File: config.mk
export PLATFORM = sky130hd
export DESIGN_NAME = mult_share_arb_flat
export DESIGN_NICKNAME = d
export VERILOG_FILES = /design/src/rtl/mult_share_arb_if.sv /design/src/rtl/mult_share_arb.sv /design/src/flat_wrapper.sv
export SDC_FILE = /design/constraint.sdc
export NUM_CORES = 1
export LEC_CHECK = 0
export CAP_MARGIN = 5
export CELL_PAD_IN_SITES_DETAIL_PLACEMENT = 0
export CELL_PAD_IN_SITES_GLOBAL_PLACEMENT = 1
export CORE_MARGIN = 2
export CORE_UTILIZATION = 27
export CTS_BUF_LIST = sky130_fd_sc_hd__clkbuf_8
export CTS_CLUSTER_DIAMETER = 150
export DETAILED_ROUTE_END_ITERATION = 10
export MAX_ROUTING_LAYER = met4
export PLACE_DENSITY_LB_ADDON = 0.05
export SLEW_MARGIN = 20
export SYNTH_ARGS = -nofsm -noshare
export SYNTH_HDL_FRONTEND = slang
export SYNTH_SLANG_ARGS = --single-unit
File: constraint.sdc
create_clock -name clk -period 6.4 [get_ports clk]
set_input_delay 1.6 -clock clk [delete_from_list [all_inputs] [get_ports clk]]
set_output_delay 1.6 -clock clk [all_outputs]
set_load 0.005 [all_outputs]
File: src/rtl/mult_share_arb_if.sv
// Request/response and multiplier-operand bundle for mult_share_arb.
// slave: arbiter side; master: the clients plus the shared multiplier.
interface mult_share_arb_if #(
    parameter int unsigned W = 8,
    parameter int unsigned N = 4
);
    localparam int unsigned IdW = $clog2(N);

    logic [N-1:0]     req_valid;
    logic [N-1:0]     req_ready;
    logic [N*W-1:0]   req_a;
    logic [N*W-1:0]   req_b;
    logic [W-1:0]     m_dA;
    logic [W-1:0]     m_dB;
    logic [2*W-1:0]   m_prod;
    logic [N-1:0]     rsp_valid;
    logic [IdW-1:0]   rsp_id;
    logic [2*W-1:0]   rsp_data;

    modport slave (
        input  req_valid, req_a, req_b, m_prod,
        output req_ready, m_dA, m_dB, rsp_valid, rsp_id, rsp_data
    );

    modport master (
        output req_valid, req_a, req_b, m_prod,
        input  req_ready, m_dA, m_dB, rsp_valid, rsp_id, rsp_data
    );
endinterface

File: src/rtl/mult_share_arb.sv
// Round-robin sharing of one pipelined multiplier among N requesters, with result routing.
// Optional MULT_ARB_STATS_EN adds a saturating handshake counter on o_issue_cnt.
module mult_share_arb #(
    parameter int unsigned W   = 8,
    parameter int unsigned N   = 4,
    parameter int unsigned LAT = 2
) (
    input  logic                clk,
    input  logic                rst_n,
    input  logic                i_hold,
`ifdef MULT_ARB_STATS_EN
    output logic [15:0]         o_issue_cnt,
`endif
    mult_share_arb_if.slave     bus
);
    localparam int unsigned IdW = $clog2(N);

    logic [IdW-1:0] r_ptr;
    logic [W-1:0]   r_da;
    logic [W-1:0]   r_db;
    logic [N-1:0]   w_gnt;
    logic           w_fire;
    logic [IdW-1:0] w_gnt_id;
    logic [IdW-1:0] w_cand;

    // Stage 0 lines up with the operand registers; stage LAT lines up with m_prod.
    logic [LAT:0]   r_tag_vld;
    logic [IdW-1:0] r_tag_id [LAT+1];

    always_comb begin
        w_gnt    = '0;
        w_fire   = 1'b0;
        w_gnt_id = '0;
        w_cand   = '0;
        for (int unsigned k = 0; k < N; k++) begin
            w_cand = IdW'((32'(r_ptr) + k) % N);
            if (!i_hold && !w_fire && bus.req_valid[w_cand]) begin
                w_fire   = 1'b1;
                w_gnt_id = w_cand;
            end
        end
        if (w_fire) begin
            w_gnt[w_gnt_id] = 1'b1;
        end
    end

    always_ff @(posedge clk or negedge rst_n) begin
        if (!rst_n) begin
            r_ptr <= '0;
            r_da  <= '0;
            r_db  <= '0;
        end else if (w_fire) begin
            r_ptr <= (w_gnt_id == IdW'(N - 1)) ? '0 : w_gnt_id + IdW'(1);
            r_da  <= bus.req_a[32'(w_gnt_id) * W +: W];
            r_db  <= bus.req_b[32'(w_gnt_id) * W +: W];
        end
    end

    always_ff @(posedge clk or negedge rst_n) begin
        if (!rst_n) begin
            r_tag_vld <= '0;
            for (int unsigned j = 0; j <= LAT; j++) begin
                r_tag_id[j] <= '0;
            end
        end else begin
            r_tag_vld   <= {r_tag_vld[LAT-1:0], w_fire};
            r_tag_id[0] <= w_gnt_id;
            for (int unsigned j = 1; j <= LAT; j++) begin
                r_tag_id[j] <= r_tag_id[j-1];
            end
        end
    end

`ifdef MULT_ARB_STATS_EN
    logic [15:0] r_issue_cnt;

    always_ff @(posedge clk or negedge rst_n) begin
        if (!rst_n) begin
            r_issue_cnt <= '0;
        end else if (w_fire && (r_issue_cnt != 16'hFFFF)) begin
            r_issue_cnt <= r_issue_cnt + 16'd1;
        end
    end

    assign o_issue_cnt = r_issue_cnt;
`endif

    assign bus.req_ready = w_gnt;
    assign bus.m_dA      = r_da;
    assign bus.m_dB      = r_db;
    assign bus.rsp_valid = r_tag_vld[LAT] ? (N'(1) << r_tag_id[LAT]) : '0;
    assign bus.rsp_id    = r_tag_vld[LAT] ? r_tag_id[LAT] : '0;
    assign bus.rsp_data  = bus.m_prod;
endmodule
File: src/flat_wrapper.sv
// flat-port wrapper written by rule: the top's interface ports become plain ports
module mult_share_arb_flat 
#(
    parameter int unsigned W   = 8,
    parameter int unsigned N   = 4,
    parameter int unsigned LAT = 2
)
  (clk, rst_n, i_hold, bus_req_valid, bus_req_a, bus_req_b, bus_m_prod, bus_req_ready, bus_m_dA, bus_m_dB, bus_rsp_valid, bus_rsp_id, bus_rsp_data);
  mult_share_arb_if #(.W(W), .N(N)) bus_i ();
  input  logic clk;
  input  logic rst_n;
  input  logic i_hold;
  input wire logic [$bits(bus_i.req_valid)-1:0] bus_req_valid;
  input wire logic [$bits(bus_i.req_a)-1:0] bus_req_a;
  input wire logic [$bits(bus_i.req_b)-1:0] bus_req_b;
  input wire logic [$bits(bus_i.m_prod)-1:0] bus_m_prod;
  output wire logic [$bits(bus_i.req_ready)-1:0] bus_req_ready;
  output wire logic [$bits(bus_i.m_dA)-1:0] bus_m_dA;
  output wire logic [$bits(bus_i.m_dB)-1:0] bus_m_dB;
  output wire logic [$bits(bus_i.rsp_valid)-1:0] bus_rsp_valid;
  output wire logic [$bits(bus_i.rsp_id)-1:0] bus_rsp_id;
  output wire logic [$bits(bus_i.rsp_data)-1:0] bus_rsp_data;
  assign bus_i.req_valid = bus_req_valid;
  assign bus_i.req_a = bus_req_a;
  assign bus_i.req_b = bus_req_b;
  assign bus_i.m_prod = bus_m_prod;
  assign bus_req_ready = bus_i.req_ready;
  assign bus_m_dA = bus_i.m_dA;
  assign bus_m_dB = bus_i.m_dB;
  assign bus_rsp_valid = bus_i.rsp_valid;
  assign bus_rsp_id = bus_i.rsp_id;
  assign bus_rsp_data = bus_i.rsp_data;
  mult_share_arb #(.W(W), .N(N), .LAT(LAT)) u_core (.clk(clk), .rst_n(rst_n), .i_hold(i_hold), .bus(bus_i));
endmodule
==> results of run 1 <==
==> synthesized netlist by cell type (all sizes together) <==
library cell / number
nand2: 21
inv: 5
and3: 1
o31ai: 1
a21oi: 1
nand3: 1
mux2i: 33
or2: 2
nor3b: 2
o21ai: 1
and2b: 1
ha: 1
nor3: 1
nand2b: 1
and2: 3
a21o: 1
buf: 25
nor2b: 3
a211oi: 1
nor4: 1
and3b: 2
nor2: 4
o221ai: 16
dfrtp: 27
==> cell type report <==
| cell class | count | area, um^2 |
|---|---|---|
| clock buffer | 3 | 41.3 |
| clock inverter | 1 | 5.00 |
| fill | 599 | 3590 |
| inverter | 5 | 18.8 |
| multi-input combinational | 98 | 822 |
| sequential | 27 | 676 |
| tap | 77 | 96.3 |
| timing repair buffer | 100 | 991 |
==> cell families after synthesis <==
logic type	share of synthesized area, %
fa+ha+maj	0.727
flops	39.2
buf+inv	13.4
compound gates	14.3
simple gates	13.1
mux	19.2
==> power groups by stage <==
stage | registers (uW) | clock network, uW | logic (uW)
after floorplan | 228 | 0 | 131
after global placement | 228 | 0 | 248
after detailed placement | 228 | 0 | 252
after CTS | 226 | 103 | 252
after global routing | 231 | 112 | 267
final | 226 | 99.8 | 246
==> critical path: stages <==
cell	delay, ns
clkdlybuf4s50_1	0.50
nor4_1	0.29
or2_2	0.42
inv_1	0.17
nand2_2	0.27
inv_1	0.08
ha_1	0.20
and2_1	0.13
clkdlybuf4s50_1	0.45
==> cells in the final DEF, fill, tap and decap left out, drive strengths merged <==
master	netlist	routed
nor3	1	1
a21o	1	1
nor2	4	4
and2b	1	1
o21ai	1	1
nor4	1	1
clkbuf	0	3
nor3b	2	2
inv	5	5
mux2i	33	33
clkdlybuf4s50	0	96
o221ai	16	16
buf	25	4
nand2	21	21
ha	1	1
and3	1	1
a21oi	1	1
and2	3	3
clkinv	0	1
nor2b	3	3
o31ai	1	1
and3b	2	2
nand2b	1	1
a211oi	1	1
or2	2	2
dfrtp	27	27
nand3	1	1
==> per-stage QoR <==
stage          cells  instance area [um^2]
2_1_floorplan    155                  1720
3_3_place_gp     307                  2600
3_5_place_dp     307                  2600
4_1_cts          311                  2650
5_1_grt          311                  2650
6_report         311                  2650
==> metal layers <==
layer | share of wire, % | GRT usage, % | vias up
met3 | 5.3 | 3.36 | 14
met1 | 42 | 17.6 | 706
met4 | 1.2 | 2.79 | 0
met5 | 0 | - | -
li1 | - | - | 695
met2 | 52 | 24.7 | 49
==> how the worst min path moves through the flow <==
stage	start	end	slack, ns	depth (start not counted)
detailed placement	u_core.r_tag_id[4]$_DFF_PN0_	u_core.r_tag_id[2]$_DFF_PN0_	0.33	0
finish	u_core.r_tag_id[4]$_DFF_PN0_	u_core.r_tag_id[2]$_DFF_PN0_	0.35	0
global route	u_core.r_tag_id[3]$_DFF_PN0_	u_core.r_tag_id[1]$_DFF_PN0_	0.37	0
floorplan	u_core.r_tag_id[2]$_DFF_PN0_	u_core.r_tag_id[0]$_DFF_PN0_	0.33	0
CTS	u_core.r_tag_id[4]$_DFF_PN0_	u_core.r_tag_id[2]$_DFF_PN0_	0.35	0
global placement	u_core.r_tag_id[4]$_DFF_PN0_	u_core.r_tag_id[2]$_DFF_PN0_	0.33	0
==> registers in the layout, indices dropped and copies added, names as in the netlist <==
register,count
u_core.bus.m_dA,8
u_core.bus.m_dB,8
u_core.r_ptr,2
u_core.r_tag_id,6
u_core.r_tag_vld,3
==> results.json, run 1 <==
{
  "status": "completed",
  "drt_pass1_iterations": 4,
  "pwr-share-seq_pct": 39.5,
  "worst_pin_slew_ns": 0.877,
  "clkSlewWorstSetupHoldPaths_ns": 0.10,
  "ff2ff_path_depth": 5,
  "rrSetupSlack_ns": 4.12,
  "die_w_um": 83.9,
  "gr-total-overflow": 0,
  "ys_seq_area_share_pct": 39.2,
  "power_leakage_uw": 0.00118,
  "grt_pass1_vias": 1635,
  "layout-drive-gt1-share_pct": 11.1,
  "antenna_found_initial": 0,
  "clock_sinks": 27,
  "coreArea_um2": 6240,
  "die_area_um2": 7030,
  "port_buffers": 96,
  "hp-class": "flop to flop",
  "drt_iter0_markers": 24,
  "cts_buffers": 3,
  "p_sw_uw": 175,
  "routabilityCongestion": 0.844,
  "area_growth_pct": 53.9,
  "relSlewSlack_pct": 41.6,
  "crit_start": "bus_req_valid[0]",
  "cts_resized": 0,
  "intPower_uw": 397,
  "synthCells": 155,
  "timing.rr.start": "u_core.r_ptr[1]$_DFFE_PN0P_",
  "fmax_ghz": 0.175,
  "cp-endpoint": "bus_req_ready[3]",
  "postCtsSetupBuffers": 0,
  "cts_tree": "done",
  "peakVddDrop_mv": 0.118,
  "synth_nets": 243,
  "hpwl_um": 3730,
  "grt_max_degree": 28,
  "antenna_cells": 0,
  "pre_cts_slack_ns": 0.637,
  "post-route-period-util_pct": 89.2,
  "initial_core_util_pct": 27.6,
  "synth_top_area_cell": "dfrtp_1",
  "cp.arrival_ns": 4.11,
  "worstPathMaxFanout": 20,
  "p_total_uw": 572,
  "clockPowerShare_pct": 17.5,
  "ctsHoldBuffers": 0,
  "startpoint_type": "primary input",
  "die_h_um": 83.9,
  "ys_seq_elements": 27,
  "rsz0062_at_grt": "false",
  "via_per_inst": 4.71,
  "grt_pass1_wl_um": 8080,
  "finalSetupViolCount": 0,
  "post-route-util_pct": 42.5,
  "finalHoldViolations": 0,
  "final.setup.tns_ns": 0,
  "swShare_pct": 30.5,
  "rows": 29,
  "cp.required_ns": 4.80,
  "ys_types": 33,
  "end_kind": "output port",
  "grt_util_all_layers_pct": 14.5,
  "r2r-end": "u_core.bus.m_dA[4]$_DFFE_PN0P_",
  "final_nets": 323,
  "max_cap_viol_count": 0,
  "syn_area_per_cell_um2": 11.1,
  "pwr-share-comb_pct": 43.1,
  "cts-root-buf": "clkbuf_8",
  "synth_top_area_share_pct": 39.2,
  "fin_ws_ns": 0.688,
  "pwr_density_cell_nw_per_um2": 216,
  "vias": 1464,
  "remaining_drc_errors": 0,
  "whs_ns": 0.348,
  "syn_area_um2": 1720,
  "postRouteAntennaNets": 0,
  "yosys-top-cells-area": "dfrtp_1 (39%), mux2i_1 (19%), o221ai_2 (8.7%), buf_4 (7.8%), nand2_1 (4.4%)",
  "worst_clock_skew_ns": 0.00689,
  "cts_max_level": 1,
  "fin_crit_ns": 5.71,
  "criticalPathCategory": "primary input to output port",
  "slew_violations": 0,
  "cts_buffer_depth": 2,
  "worstSkewPairLatency_ns": 0.27,
  "ioPinCount": 129,
  "routed_wl_um": 4870,
  "avgRoutedWirePerCell_um": 15.7,
  "synth_warnings": 0
}
Note: power is estimated with default switching activity, not from simulation.
==> run 2: changes to the inputs <==
--- a/config.mk
+++ b/config.mk
@@ -11,7 +11,7 @@
 export CORE_MARGIN = 2
 export CORE_UTILIZATION = 27
 export CTS_BUF_LIST = sky130_fd_sc_hd__clkbuf_8
-export CTS_CLUSTER_DIAMETER = 150
+export CTS_CLUSTER_DIAMETER = 120
 export DETAILED_ROUTE_END_ITERATION = 10
 export MAX_ROUTING_LAYER = met4
 export PLACE_DENSITY_LB_ADDON = 0.05
==> results of run 2 <==
Same layout as run 1: the final DEF is identical, and so are final timing and power.
==> run 3: changes to the inputs <==
--- a/config.mk
+++ b/config.mk
@@ -5,16 +5,17 @@
 export SDC_FILE = /design/constraint.sdc
 export NUM_CORES = 1
 export LEC_CHECK = 0
+export ABC_AREA = 1
 export CAP_MARGIN = 5
 export CELL_PAD_IN_SITES_DETAIL_PLACEMENT = 0
 export CELL_PAD_IN_SITES_GLOBAL_PLACEMENT = 1
 export CORE_MARGIN = 2
-export CORE_UTILIZATION = 27
+export CORE_UTILIZATION = 29
 export CTS_BUF_LIST = sky130_fd_sc_hd__clkbuf_8
 export CTS_CLUSTER_DIAMETER = 120
 export DETAILED_ROUTE_END_ITERATION = 10
 export MAX_ROUTING_LAYER = met4
-export PLACE_DENSITY_LB_ADDON = 0.05
+export PLACE_DENSITY_LB_ADDON = 0.1
 export SLEW_MARGIN = 20
 export SYNTH_ARGS = -nofsm -noshare
 export SYNTH_HDL_FRONTEND = slang
==> constraint.sdc (replaced) <==
create_clock -name clk -period 6.4 [get_ports clk]
set_input_delay 1.28 -clock clk [delete_from_list [all_inputs] [get_ports clk]]
set_output_delay 1.28 -clock clk [all_outputs]
set_load 0.005 [all_outputs]
==> run 3 against run 2 <==
Compared with the run above: synthesized cell count rose by 150%; sequential cell count did not move; non-clock buffer count did not move; critical path type unchanged; highest routed layer unchanged.
==> results.json, run 3 <==
{
  "criticalPathCategory": "primary input to output port",
  "synth_warnings": 0,
  "grt_pass1_vias": 2293,
  "cp.arrival_ns": 3.95,
  "die_area_um2": 9080,
  "detailed_place.area_um2": 3280,
  "final_nets": 542,
  "coreArea_um2": 8130,
  "top_layer_used": "met4",
  "worst_pin_slew_ns": 0.653,
  "area_growth_pct": 37.7,
  "die_h_um": 95.3,
  "swShare_pct": 51.6,
  "async_flop_share_pct": 100,
  "ys_types": 24,
  "ys_seq_elements": 27,
  "cp-endpoint": "bus_req_ready[3]",
  "dr_wl_met3_um": 416,
  "crit_start": "bus_req_valid[0]",
  "synth_top_area_cell": "dfrtp_1",
  "hpwl_um": 5110,
  "fillCellCount": 894,
  "pwr-share-seq_pct": 20.8,
  "routabilityCongestion": 0.840,
  "met2_length_um": 3080,
  "cts_max_level": 1,
  "cts_buffer_depth": 2,
  "multi_input_area_um2": 1180,
  "postRouteAntennaNets": 0,
  "syn_area_um2": 2420,
  "synth_edf_count": 0,
  "rsz0062_at_grt": "false",
  "grt_util_all_layers_pct": 15.1,
  "synth_common_cells": "nand2_1 (103), nand3_1 (103), inv_1 (75)",
  "grt_pass1_wl_um": 10800,
  "r2r-end": "u_core.r_ptr[1]$_DFFE_PN0P_",
  "relSlewSlack_pct": 56.3,
  "intPower_uw": 753,
  "via_per_inst": 4.40,
  "avgRoutedWirePerCell_um": 12.1,
  "drt_iter0_markers": 104,
  "whs_ns": 0.355,
  "seq_area_um2": 676,
  "synthCells": 385,
  "cts_buffers": 3,
  "cts_tree": "done",
  "worstPathMaxFanout": 35,
  "fmax_ghz": 0.191,
  "initial_core_util_pct": 29.7,
  "p_sw_uw": 804,
  "synth_top_area_share_pct": 28.0,
  "finalHoldViolations": 0,
  "slew_violations": 0,
  "rows": 33,
  "fin_crit_ns": 5.23,
  "synthFlopType": "dfrtp_1",
  "fin_area_um2": 3330,
  "timing.rr.start": "u_core.r_ptr[0]$_DFFE_PN0P_",
  "rrSetupSlack_ns": 3.68,
  "drt_pass1_iterations": 4,
  "die_w_um": 95.3,
  "synth_nets": 473,
  "pwr-share-comb_pct": 73.2,
  "cts_resized": 0,
  "yosys-top-cells-area": "dfrtp_1 (28%), nand3_1 (21%), nand2_1 (16%), inv_1 (12%), buf_4 (6.5%)",
  "max_cap_viol_count": 0,
  "worst_clock_skew_ns": 0.00478,
  "final.setup.tns_ns": 0,
  "peakVddDrop_mv": 0.135,
  "gr-total-overflow": 0,
  "end_kind": "output port",
  "cp.required_ns": 5.12,
  "vias": 2453,
  "postCtsSetupBuffers": 0,
  "ioPinCount": 129,
  "clkSlewWorstSetupHoldPaths_ns": 0.09,
  "post-route-period-util_pct": 81.8,
  "clockPowerShare_pct": 5.9,
  "ys_seq_area_share_pct": 28.0,
  "antenna_found_initial": 0,
  "clock_sinks": 27,
  "power_leakage_uw": 0.00180,
  "port_buffers": 96,
  "status": "completed",
  "drt-met1-wl_um": 3240,
  "layout-drive-gt1-share_pct": 7.28,
  "remaining_drc_errors": 0,
  "final_cell_mix": "nand2_1 (103), nand3_1 (103), clkdlybuf4s50_1 (96)",
  "pwr_density_cell_nw_per_um2": 468,
  "syn_area_per_cell_um2": 6.28,
  "routed_wl_um": 6780,
  "finalSetupViolCount": 0,
  "post-route-util_pct": 40.9,
  "antenna_cells": 0,
  "ff2ff_path_depth": 12,
  "startpoint_type": "primary input",
  "cts-root-buf": "clkbuf_8",
  "hp-class": "flop to flop",
  "grt_max_degree": 36,
  "worstSkewPairLatency_ns": 0.26,
  "ctsHoldBuffers": 0
}
run 3: changes by cell type after synthesis, moves of 5 or more:
cell and delta:
mux2i_1 -33, inv_1 +70, nand2_1 +83, o221ai_2 -10
o221ai_1 -6, buf_2 +10, nand3_1 +102, nand2_4 +5
nand2_2 +7
run 3: area by class of cell:
class	instances	share of cell area, %
Clock buffer	3	1.24
Clock inverter	1	0.150
Inverter	79	8.98
Multi-Input combinational cell	243	35.6
Sequential cell	27	20.3
Tap cell	105	3.95
Timing Repair Buffer	100	29.8
run 3: per-stage QoR:
step           setup WS, ns  power (uW)  instances
3_5_place_dp           1.17        1480        554
3_3_place_gp           1.20        1470        554
5_1_grt               0.956        1730        558
2_1_floorplan          2.70        1140        385
6_report               1.17        1560        558
4_1_cts                1.16        1580        558
run 3: critical path: stages:
cell	delay (ns)
clkdlybuf4s50_1	0.42
inv_1	0.08
nand2_1	0.05
nand2_1	0.11
nand2_2	0.07
nand2_4	0.12
nand4_2	0.13
nand2_2	0.08
buf_4	0.32
nand2_4	0.32
nand2_1	0.16
ha_1	0.15
nand2_1	0.06
inv_1	0.08
clkdlybuf4s50_1	0.49
run 3: cell families after synthesis:
| logic type | synth area share (%) |
|---|---|
| simple gates | 46.6 |
| fa+ha+maj | 0.518 |
| buf+inv | 23.0 |
| compound gates | 1.86 |
| flops | 28.0 |
run 3: metal layers:
metal / track usage, % / vias to the layer above
met1: 21.1 / 1062
met3: 1.74 / 2
met4: 2.17 / 0
met5: - / -
li1: - / 1304
met2: 24.1 / 85
run 3: power by group through the flow:
stage | Sequential [uW] | Clock (uW) | Combinational (uW)
global route | 337 | 106 | 1290
CTS | 326 | 98.5 | 1160
floorplan | 305 | 0 | 834
detailed placement | 329 | 0 | 1150
finish | 324 | 92.2 | 1140
global placement | 327 | 0 | 1150
run 3: worst min path at each step:
| stage | start | endpoint | slack (ns) | depth (start not counted) |
|---|---|---|---|---|
| after CTS | u_core.r_tag_id[2]$_DFF_PN0_ | u_core.r_tag_id[0]$_DFF_PN0_ | 0.36 | 0 |
| after detailed placement | u_core.r_tag_id[2]$_DFF_PN0_ | u_core.r_tag_id[0]$_DFF_PN0_ | 0.34 | 0 |
| final | u_core.r_tag_id[2]$_DFF_PN0_ | u_core.r_tag_id[0]$_DFF_PN0_ | 0.35 | 0 |
| after global routing | u_core.r_tag_id[5]$_DFF_PN0_ | u_core.r_tag_id[3]$_DFF_PN0_ | 0.37 | 0 |
| after floorplan | u_core.r_tag_id[2]$_DFF_PN0_ | u_core.r_tag_id[0]$_DFF_PN0_ | 0.33 | 0 |
| after global placement | u_core.r_tag_id[5]$_DFF_PN0_ | u_core.r_tag_id[3]$_DFF_PN0_ | 0.33 | 0 |
